File: config.mk
export PLATFORM = sky130hd
export DESIGN_NAME = paso_n_a_m_param
export DESIGN_NICKNAME = d
export VERILOG_FILES = /design/src/rtl/paso_n_a_m_param.sv
export SDC_FILE = /design/constraint.sdc
export NUM_CORES = 1
export LEC_CHECK = 0
export CAP_MARGIN = 10
export CORE_MARGIN = 1
export CORE_UTILIZATION = 45
export CTS_CLUSTER_DIAMETER = 200
export DETAILED_ROUTE_END_ITERATION = 8
export PLACE_DENSITY = 0.75
export SETUP_SLACK_MARGIN = 0.02
export SKIP_LAST_GASP = 1
export SLEW_MARGIN = 20
export SYNTH_ARGS = -nofsm -noshare
export SYNTH_HDL_FRONTEND = slang
export SYNTH_SLANG_ARGS = --single-unit
File: constraint.sdc
create_clock -name clk_4f -period 4.1 [get_ports clk_4f]
set_input_delay 0.82 -clock clk_4f [delete_from_list [all_inputs] [get_ports clk_4f]]
set_output_delay 0.82 -clock clk_4f [all_outputs]
set_load 0.1 [all_outputs]
File: src/rtl/paso_n_a_m_param.sv
// Packs RATIO consecutive IN_W-bit beats into one wide word with valid/ready on both sides.
// A flush closes a partial word early; keep_out marks which lanes carry real beats.
module paso_n_a_m_param #(
    parameter int unsigned IN_W      = 8,
    parameter int unsigned RATIO     = 4,
    parameter bit          MSB_FIRST = 1'b1
) (
    input  logic                    clk_4f,
    input  logic                    reset,
    input  logic [IN_W-1:0]         data_in,
    input  logic                    valid_in,
    output logic                    ready_in,
    input  logic                    flush,
    output logic [IN_W*RATIO-1:0]   data_out,
    output logic [RATIO-1:0]        keep_out,
    output logic                    valid_out,
    input  logic                    ready_out
);

    localparam int unsigned     CW   = $clog2(RATIO);
    localparam logic [CW-1:0]   LAST = CW'(RATIO - 1);

    logic [IN_W*RATIO-1:0] acc_q, acc_d, acc_m;
    logic [RATIO-1:0]      keep_q, keep_d, keep_m;
    logic [CW-1:0]         cnt_q, cnt_d;
    logic [IN_W*RATIO-1:0] data_out_q, data_out_d;
    logic [RATIO-1:0]      keep_out_q, keep_out_d;
    logic                  valid_out_q, valid_out_d;

    logic          out_free;
    logic          close_pending;
    logic          accept;
    logic          close;
    logic [CW-1:0] lane;

    always_comb begin
        out_free      = !valid_out_q || ready_out;
        close_pending = (cnt_q == LAST) || (flush && (cnt_q != '0));
        ready_in      = !(close_pending && !out_free);
        accept        = valid_in && ready_in;
        lane          = MSB_FIRST ? (LAST - cnt_q) : cnt_q;

        // Accumulator with this cycle's beat merged, so a close can include it.
        acc_m  = acc_q;
        keep_m = keep_q;
        if (accept) begin
            for (int unsigned k = 0; k < RATIO; k++) begin
                if (lane == CW'(k)) begin
                    acc_m[k*IN_W +: IN_W] = data_in;
                    keep_m[k]             = 1'b1;
                end
            end
        end

        // A flush-close needs at least one beat; a flush with an empty
        // accumulator and no beat this cycle is a no-op.
        close = out_free &&
                ((accept && (cnt_q == LAST)) ||
                 (flush && ((cnt_q != '0) || accept)));

        acc_d       = acc_q;
        keep_d      = keep_q;
        cnt_d       = cnt_q;
        data_out_d  = data_out_q;
        keep_out_d  = keep_out_q;
        valid_out_d = valid_out_q;

        if (close) begin
            data_out_d  = acc_m;
            keep_out_d  = keep_m;
            valid_out_d = 1'b1;
            acc_d       = '0;
            keep_d      = '0;
            cnt_d       = '0;
        end else begin
            if (accept) begin
                acc_d  = acc_m;
                keep_d = keep_m;
                cnt_d  = cnt_q + CW'(1);
            end
            if (valid_out_q && ready_out) begin
                valid_out_d = 1'b0;
            end
        end
    end

    always_ff @(posedge clk_4f) begin
        if (reset) begin
            acc_q       <= '0;
            keep_q      <= '0;
            cnt_q       <= '0;
            data_out_q  <= '0;
            keep_out_q  <= '0;
            valid_out_q <= 1'b0;
        end else begin
            acc_q       <= acc_d;
            keep_q      <= keep_d;
            cnt_q       <= cnt_d;
            data_out_q  <= data_out_d;
            keep_out_q  <= keep_out_d;
            valid_out_q <= valid_out_d;
        end
    end

    assign data_out  = data_out_q;
    assign keep_out  = keep_out_q;
    assign valid_out = valid_out_q;

endmodule

After elaboration in Yosys (flattened, before gate mapping). Index checks and enable logic that the tools add are counted.

Register bits: 75. Bits of input ports: 13. Output and inout bits: 38. Word-level logic and storage cells: 42.

Add/subtract/negate cells: 2. Eq/ne operators: 4. Multiplexer cells: 12. Reductions and logical operators: 18.

Operators by type and width (count): $mux 32 (1); $mux 8 (4); $logic_and 1x1->1 (7); $eq 2x2->1 const B (3); $mux 1 (6); $logic_or 1x1->1 (4); $mux 4 (1); $reduce_bool 2->1 (2); $logic_not 1->1 (3); $add 2x1->2 const B (1); $eq 2x1->1 const B (1); $logic_not 2->1 (1); $reduce_or 2->1 (1); $sub 2x2->2 const A (1).

Logic depth before layout (Yosys ltp). Gate-level depths: netlist (run 1).

Word-level depth: 11. Mapped depth: 9. Depth with buffers taken out: 6.

Worst setup path after synthesis (run 1). Ideal clock, no wire load.

Path kind: reg2out. From: register valid_out_q, in the netlist valid_out. To: output port ready_in. Arrival: 1.916 ns. Data required time: 3.280 ns. Setup slack: 1.364 ns. Stages on the path, launching flop included: 3. Buffers on the path: 0. Cell sequence: dfxtp_1 > nor2b_1 > nand2_1.

Cells in the longest elaborated chain, start to end: 5.

Ends and longest elaborated chain: start: declaration (line 28) `logic valid_out_q, valid_out_d;`; start signal: assignment (line 101) `valid_out_q <= valid_out_d;`; $logic_not 1->1 (line 37) `out_free = !valid_out_q || ready_out;`; $logic_or 1x1->1 (line 37); $logic_not 1->1 (line 39) `ready_in = !(close_pending && !out_free);`; $logic_and 1x1->1 (line 39); $logic_not 1->1 (line 39); end: declaration (line 12) `output logic ready_in,`.

Every way passes these cells.

Final worst setup path (run 1).
From: input port valid_in. To: register data_out_q[19], in the netlist data_out[19].

Cells in the longest elaborated chain, start to end: 5. Elaborated cells between the ends (all ways): 7. Classes of those cells: mux: 1; reduce/logical: 6.

Ends and longest elaborated chain: start: declaration (line 11) `input logic valid_in,`; $logic_and 1x1->1 * (line 40) `accept = valid_in && ready_in;`; $logic_or 1x1->1 (line 59) `(flush && ((cnt_q != '0) || accept)));`; $logic_and 1x1->1 (line 59); $logic_or 1x1->1 (line 58) `((accept && (cnt_q == LAST)) ||`; $logic_and 1x1->1 (line 57) `close = out_free &&`; end signal: assignment (line 99) `data_out_q <= data_out_d;`; end: declaration (line 26) `logic [IN_W*RATIO-1:0] data_out_q, data_out_d;`.

Every way passes the cells marked *; elsewhere a longest branch is shown, timed or not. A chain may end at the register's enable or synchronous reset.

==> reports/metrics.cfg, run 1 <==
[synth]
synth-simple-area-share_pct = 15.5
yosys.area_share.xor_xnor_pct = 0.306
yosysWarnings = 0
dominantRegCellSynth = sky130_fd_sc_hd__dfxtp_1
synth-adder-area-share_pct = 1.75
seq_area_frac_synth_pct = 52.5
syn-instance-count = 303
mappedNetlistNets = 320
synth_top_family_by_area = compound AO/OA/AOI/OAI gates
netlist-cell-type-count = 31
synth.avg_cell_area_um2 = 9.43
synth.ff_latch_count = 75
synth-edff-count = 0
async_flop_share_pct = 0
synth_compound_area_share_pct = 19.0
synth.cell_area_um2 = 2860
yosys-mux-area-fraction_pct = 5.60

[layout]
mostFrequentLayoutCells = 75 x sky130_fd_sc_hd__dfxtp_1, 58 x sky130_fd_sc_hd__nor2_1, 49 x sky130_fd_sc_hd__clkdlybuf4s50_1
layout-drive-gt1-share_pct = 6.90
number_of_nets_in_the_finished_design = 361
finalCoreUtilization_pct = 58.5
layout.cells.most_common = sky130_fd_sc_hd__dfxtp_1
area.growth.synth_to_final_pct = 23.3
diode_count = 0

[pwr]
p_int_mw = 1.23
vdd.ir_drop.worst_uv = 324
leakage_nw = 1.25
total_switching_power_mw = 0.814
share_of_total_power_in_combinational_logic_pct = 34.2
clkPwrFrac_pct = 25.1
power.density_cell_area_nw_per_um2 = 579
sw_frac_of_total_pct = 39.9
share_seq_of_total_power_pct = 40.7

[drt]
drt_drc_violations_left = 0
final_ant_viol_nets = 0
wl_per_cell_um = 15.9
vias_per_cell = 5.56
finalWirelength_mm = 6.74
count_of_tritonroute_iterations_in_the_first_routing_pass = 4
route.vias.total = 2351
drt_iter0_markers = 122

[worst_setup_path]
cp.arrival_ns = 3.12
worstPathCellList = clkdlybuf4s50_1 > and2b_1 > a22o_1 > nand3_1 > a311oi_1
cp_max_fo = 20
cp.required_ns = 4.35
end_kind = register
max_stage_delay_ns = 0.84
start_kind = input pin
timing_worst_setup_path_type = in -> reg
cpMaxStageDelayCell = sky130_fd_sc_hd__clkdlybuf4s50_1

[sta]
hold_ws_ns = 0.470
finalClockSkew_ns = 0.00613
finalSetupViolCount = 0
grt_setup_unrepaired = no
max_clock_freq_mhz = 349
tns_ns = 0
timing.final.crit_share_pct = 70.0
final_period_minus_worst_setup_slack_ns = 2.87
timing.max_slew.rel_slack_pct = 35.0
maxSlewViolCount = 0
max_slew.worst_pin.slew_ns = 0.972
finalHoldViolations = 0

[grt]
grt_max_degree = 47
antenna_found_initial = 0
grt_remaining_overflow = 0
gr-usage-all-layers_pct = 21.8
grt_pass1_wl_mm = 10.7
vias_in_the_first_global_route = 2214

[floorplan]
placement_rows = 28
io_pins = 51
die_area_um2 = 6670
core_region_area_um2 = 6030
die_height_um = 81.7
chipWidth_um = 81.7
initial_core_util_pct = 47.4

[cts]
cts_root_buffer = sky130_fd_sc_hd__clkbuf_8
cts_tree = built
clkSinkCount = 75
cts_setup_buffers = 0
post_cts_hold_buffer_count = 0
clkLatencyLatePin_ns = 0.35
path_clk_slew_ns = 0.07
clock_tree.htree_level_count = 3
cts-root-to-sink-buffers = 2
numCtsBuffers = 9
post_cts.resized_instances = 0

[place]
gp_routability_congestion = 0.724
io_port_bufs = 50
hpwl_mm = 4.16

[min_path]
hold_path.class = reg -> reg

[flow_run]
drv_cap = 0

[run_status]
outcome = finished clean

[sequential cells by signal, indices dropped and copies added (netlist names)]
signal,count
keep_out,4
valid_out,1
keep_q,4
data_out,32
cnt_q,2
acc_q,32
[path summary, 6_finish.rpt]
check / cells after the start / endpoint / slack (ns) / startpoint
worst max register to register: 6 / data_out[19]$_SDFFE_PP0P_ / 1.74 / cnt_q[0]$_SDFFE_PP0P_
worst min register to register: 2 / keep_q[1]$_SDFFE_PP0P_ / 0.47 / keep_q[1]$_SDFFE_PP0P_
worst min-delay path: 2 / keep_q[1]$_SDFFE_PP0P_ / 0.47 / keep_q[1]$_SDFFE_PP0P_
worst max-delay path: 5 / data_out[19]$_SDFFE_PP0P_ / 1.23 / valid_in
[final cells by class]
| type | instances | area (µm²) |
|---|---|---|
| Inverter | 4 | 15.0 |
| Timing Repair Buffer | 54 | 528 |
| Clock buffer | 13 | 169 |
| Tap cell | 75 | 93.8 |
| Sequential cell | 75 | 1500 |
| Fill cell | 540 | 2500 |
| Multi-Input combinational cell | 200 | 1210 |
| Clock inverter | 2 | 10.0 |
[Yosys cell counts (2+ instances only)]
| cell type | n | area, µm² |
|---|---|---|
| sky130_fd_sc_hd__clkbuf_1 | 7 | 26.3 |
| sky130_fd_sc_hd__nand2_1 | 11 | 41.3 |
| sky130_fd_sc_hd__dfxtp_1 | 75 | 1500 |
| sky130_fd_sc_hd__ha_1 | 4 | 50.1 |
| sky130_fd_sc_hd__nor2b_1 | 2 | 12.5 |
| sky130_fd_sc_hd__a211oi_1 | 12 | 90.1 |
| sky130_fd_sc_hd__mux2i_1 | 16 | 160 |
| sky130_fd_sc_hd__o21ai_0 | 15 | 75.1 |
| sky130_fd_sc_hd__buf_2 | 8 | 40.0 |
| sky130_fd_sc_hd__buf_4 | 7 | 52.6 |
| sky130_fd_sc_hd__nand2b_1 | 2 | 12.5 |
| sky130_fd_sc_hd__a21oi_1 | 19 | 95.1 |
| sky130_fd_sc_hd__inv_1 | 4 | 15.0 |
| sky130_fd_sc_hd__nor2_1 | 58 | 218 |
| sky130_fd_sc_hd__nand3_1 | 24 | 120 |
| sky130_fd_sc_hd__a311oi_1 | 24 | 210 |
[critical path, delay by kind of cell]
kind | cells | cell delay [ns]
AO/OA/AOI/OAI | 2 | 0.97
buffers and inverters | 1 | 0.84
AND/OR/NAND/NOR | 2 | 0.48
[power groups by stage]
stage | clock, mW | sequential (mW) | combinational [mW]
4_1_cts | 0.524 | 0.830 | 0.697
3_3_place_gp | 0 | 0.844 | 0.688
2_1_floorplan | 0 | 1.18 | 0.205
3_5_place_dp | 0 | 0.846 | 0.695
5_1_grt | 0.554 | 0.837 | 0.731
6_report | 0.513 | 0.830 | 0.697
[routing by layer]
metal  track usage [%]  share of wire, %  up-vias
met3              5.78               4.0       10
met5                 0                 0        -
met2              34.1                46       54
met1              27.9                48     1131
met4              10.4               1.8        0
li1                  -                 -     1156
[through the flow]
step,total power [mW],instances,setup slack (ns),instance area (µm²)
after global placement,1.53,408,1.01,3350
after detailed placement,1.54,408,0.934,3350
after floorplan,1.39,303,1.36,2860
after CTS,2.05,423,1.28,3520
final,2.04,423,1.23,3520
after global routing,2.12,423,1.07,3520
[cell families (layout without fill, tap and decap cells)]
family | after synthesis | count (layout)
flops | 75 | 75
fa+ha+maj | 4 | 4
buf+inv | 28 | 73
compound gates | 77 | 77
simple gates | 102 | 102
mux | 16 | 16
xor+xnor | 1 | 1
(Power assumes the default switching activity.)
==> inputs of run 2 (changes only) <==
Clock period 4.1 ns to 2.89 ns, I/O delays scaled along.
==> run 2 against run 1 <==
  * Register-to-register slack worse by 0.86 ns
  * Wire length is 2.3% lower
  * Sequential power is 42% higher
  * Utilization is 0.29 points lower
  * Cell area is 0.50% lower
  * First-iteration DRC count is 39% higher
  * Non-clock buffer count is 3 higher
  * Via count is 2.1% lower
==> reports/metrics.cfg, run 2 (synthesized netlist as in run 1, its figures left out) <==
[place]
placed_cells_incl_taps = 411  ; +0.74%
hpwl_mm = 4.31  ; +3.6%
placement.setup.worst_slack_ns = 0.479  ; -0.455 ns
gp_routability_congestion = 0.745  ; +2.9%
io_port_bufs = 50  ; unchanged

[worst_setup_path]
end_kind = output port
crit_start = cnt_q[0]$_SDFFE_PP0P_
worst_r2r_path_depth = 7  ; +1
start_kind = register
regToRegStartpoint = cnt_q[0]$_SDFFE_PP0P_
cp_max_fo = 10  ; -50%
cp.required_ns = 2.31  ; -2.04 ns
endpoint = ready_in
reg2reg_setup_slack_ns = 0.88  ; -0.86 ns
rr_endpoint = data_out[22]$_SDFFE_PP0P_
timing_worst_setup_path_type = reg -> out
cp.arrival_ns = 1.76  ; -1.36 ns

[sta]
timing.final.crit_share_pct = 80.8
maxSlewViolCount = 0  ; unchanged
grt_setup_unrepaired = no
finalHoldViolations = 0  ; unchanged
finalSetupViolCount = 0  ; unchanged
timing.max_slew.rel_slack_pct = 63.2  ; +28 points
max_clock_freq_mhz = 428
tns_ns = 0  ; unchanged
postLayoutSetupSlackWorst_ns = 0.554  ; -0.676 ns
max_slew.worst_pin.slew_ns = 0.552  ; -0.420 ns
final_period_minus_worst_setup_slack_ns = 2.34
finalClockSkew_ns = 0.0134  ; +0.00731 ns

[grt]
grt_remaining_overflow = 0  ; unchanged
antenna_found_initial = 0  ; unchanged
grt_max_degree = 39  ; -17%
vias_in_the_first_global_route = 2088  ; -5.7%
gr-usage-all-layers_pct = 21.4  ; -0.38 points
grt_pass1_wl_mm = 10.3  ; -4.1%

[drt]
drt_drc_violations_left = 0  ; unchanged
count_of_tritonroute_iterations_in_the_first_routing_pass = 5  ; +1
wl_per_cell_um = 15.4  ; -3.2%
drt_iter0_markers = 170  ; +39%
vias_per_cell = 5.39  ; -3.0%
finalWirelength_mm = 6.59  ; -2.3%
route.vias.total = 2301  ; -2.1%
final_ant_viol_nets = 0  ; unchanged

[flow_run]
drv_cap = 0  ; unchanged

[cts]
path_clk_slew_ns = 0.07  ; about the same
post_cts_hold_buffer_count = 0  ; unchanged
clkSinkCount = 75  ; unchanged
cts-root-to-sink-buffers = 2  ; unchanged
post_cts.resized_instances = 0  ; unchanged
cts_setup_buffers = 0  ; unchanged
clock_tree.htree_level_count = 3  ; unchanged
cts_root_buffer = sky130_fd_sc_hd__clkbuf_8
numCtsBuffers = 9  ; unchanged
cts_tree = built
clkLatencyLatePin_ns = 0.35  ; about the same

[floorplan]
chipWidth_um = 81.7  ; unchanged
placement_rows = 28  ; unchanged
die_height_um = 81.7  ; unchanged
io_pins = 51  ; unchanged
core_region_area_um2 = 6030  ; unchanged
die_area_um2 = 6670  ; unchanged
initial_core_util_pct = 47.4  ; unchanged

[pwr]
leakage_nw = 1.35  ; +7.9%
vdd.ir_drop.worst_uv = 509  ; +57%
finalPower_mw = 2.98  ; +46%
power.density_cell_area_nw_per_um2 = 850  ; +47%

[layout]
mostFrequentLayoutCells = 75 x sky130_fd_sc_hd__dfxtp_1, 58 x sky130_fd_sc_hd__nor2_1, 43 x sky130_fd_sc_hd__buf_4
number_of_nets_in_the_finished_design = 364  ; +0.83%
layout-drive-gt1-share_pct = 17.9  ; +11 points
layout.cells.most_common = sky130_fd_sc_hd__dfxtp_1
area.growth.synth_to_final_pct = 22.7
finalNonFillerCells = 427  ; +0.95%
diode_count = 0  ; unchanged

[run_status]
outcome = finished clean

[min_path]
hold_path.class = reg -> reg

==> run 2: power breakdown <==
part           internal (mW)  switching [mW]
sequential              1.13          0.0503
clock                  0.472           0.365
combinational          0.221           0.745
==> run 2: layout make-up <==
| cell class | count | area, µm² |
|---|---|---|
| clock buffers | 15 | 176 |
| clock inverters | 1 | 30.0 |
| fillers | 549 | 2520 |
| inverters | 4 | 15.0 |
| multi-input cells | 200 | 1210 |
| flip-flops and latches | 75 | 1500 |
| well taps | 75 | 93.8 |
| repair buffers | 57 | 483 |
==> run 2: per-stage QoR <==
| stage | area (µm²) | hold WS [ns] | util [%] |
|---|---|---|---|
| 4_1_cts | 3510 | 0.470 | 58.2 |
| 6_report | 3510 | 0.464 | 58.2 |
| 3_3_place_gp | 3300 | 0.443 | 54.8 |
| 2_1_floorplan | 2860 | 0.426 | - |
| 5_1_grt | 3510 | 0.498 | 58.2 |
| 3_5_place_dp | 3300 | 0.452 | 54.8 |
==> run 2: worst max-delay path: stages, from the launching register on <==
cell,delay [ns]
sky130_fd_sc_hd__dfxtp_1,0.41
sky130_fd_sc_hd__inv_1,0.08
sky130_fd_sc_hd__ha_1,0.32
sky130_fd_sc_hd__nand2b_4,0.23
sky130_fd_sc_hd__nand2b_1,0.08
sky130_fd_sc_hd__nand2_1,0.09
sky130_fd_sc_hd__buf_12,0.20
==> run 2: routing by layer <==
layer  GRT usage [%]  share of wire [%]  vias to the layer above
met5               0                  0                        -
met4            11.4                2.0                        0
met3            4.11                4.9                        9
met2            33.3                 45                       61
met1            28.1                 48                     1070
li1                -                  -                     1161
==> run 2: worst min path at each step <==
stage | depth (start not counted) | startpoint | slack [ns] | endpoint
floorplan | 2 | keep_q[3]$_SDFFE_PP0P_ | 0.43 | keep_q[3]$_SDFFE_PP0P_
global placement | 2 | keep_q[3]$_SDFFE_PP0P_ | 0.44 | keep_q[3]$_SDFFE_PP0P_
detailed placement | 2 | keep_q[3]$_SDFFE_PP0P_ | 0.45 | keep_q[3]$_SDFFE_PP0P_
CTS | 2 | keep_q[3]$_SDFFE_PP0P_ | 0.47 | keep_q[3]$_SDFFE_PP0P_
global route | 2 | acc_q[27]$_SDFFE_PP0P_ | 0.50 | data_out[27]$_SDFFE_PP0P_
finish | 2 | keep_q[3]$_SDFFE_PP0P_ | 0.46 | keep_q[3]$_SDFFE_PP0P_
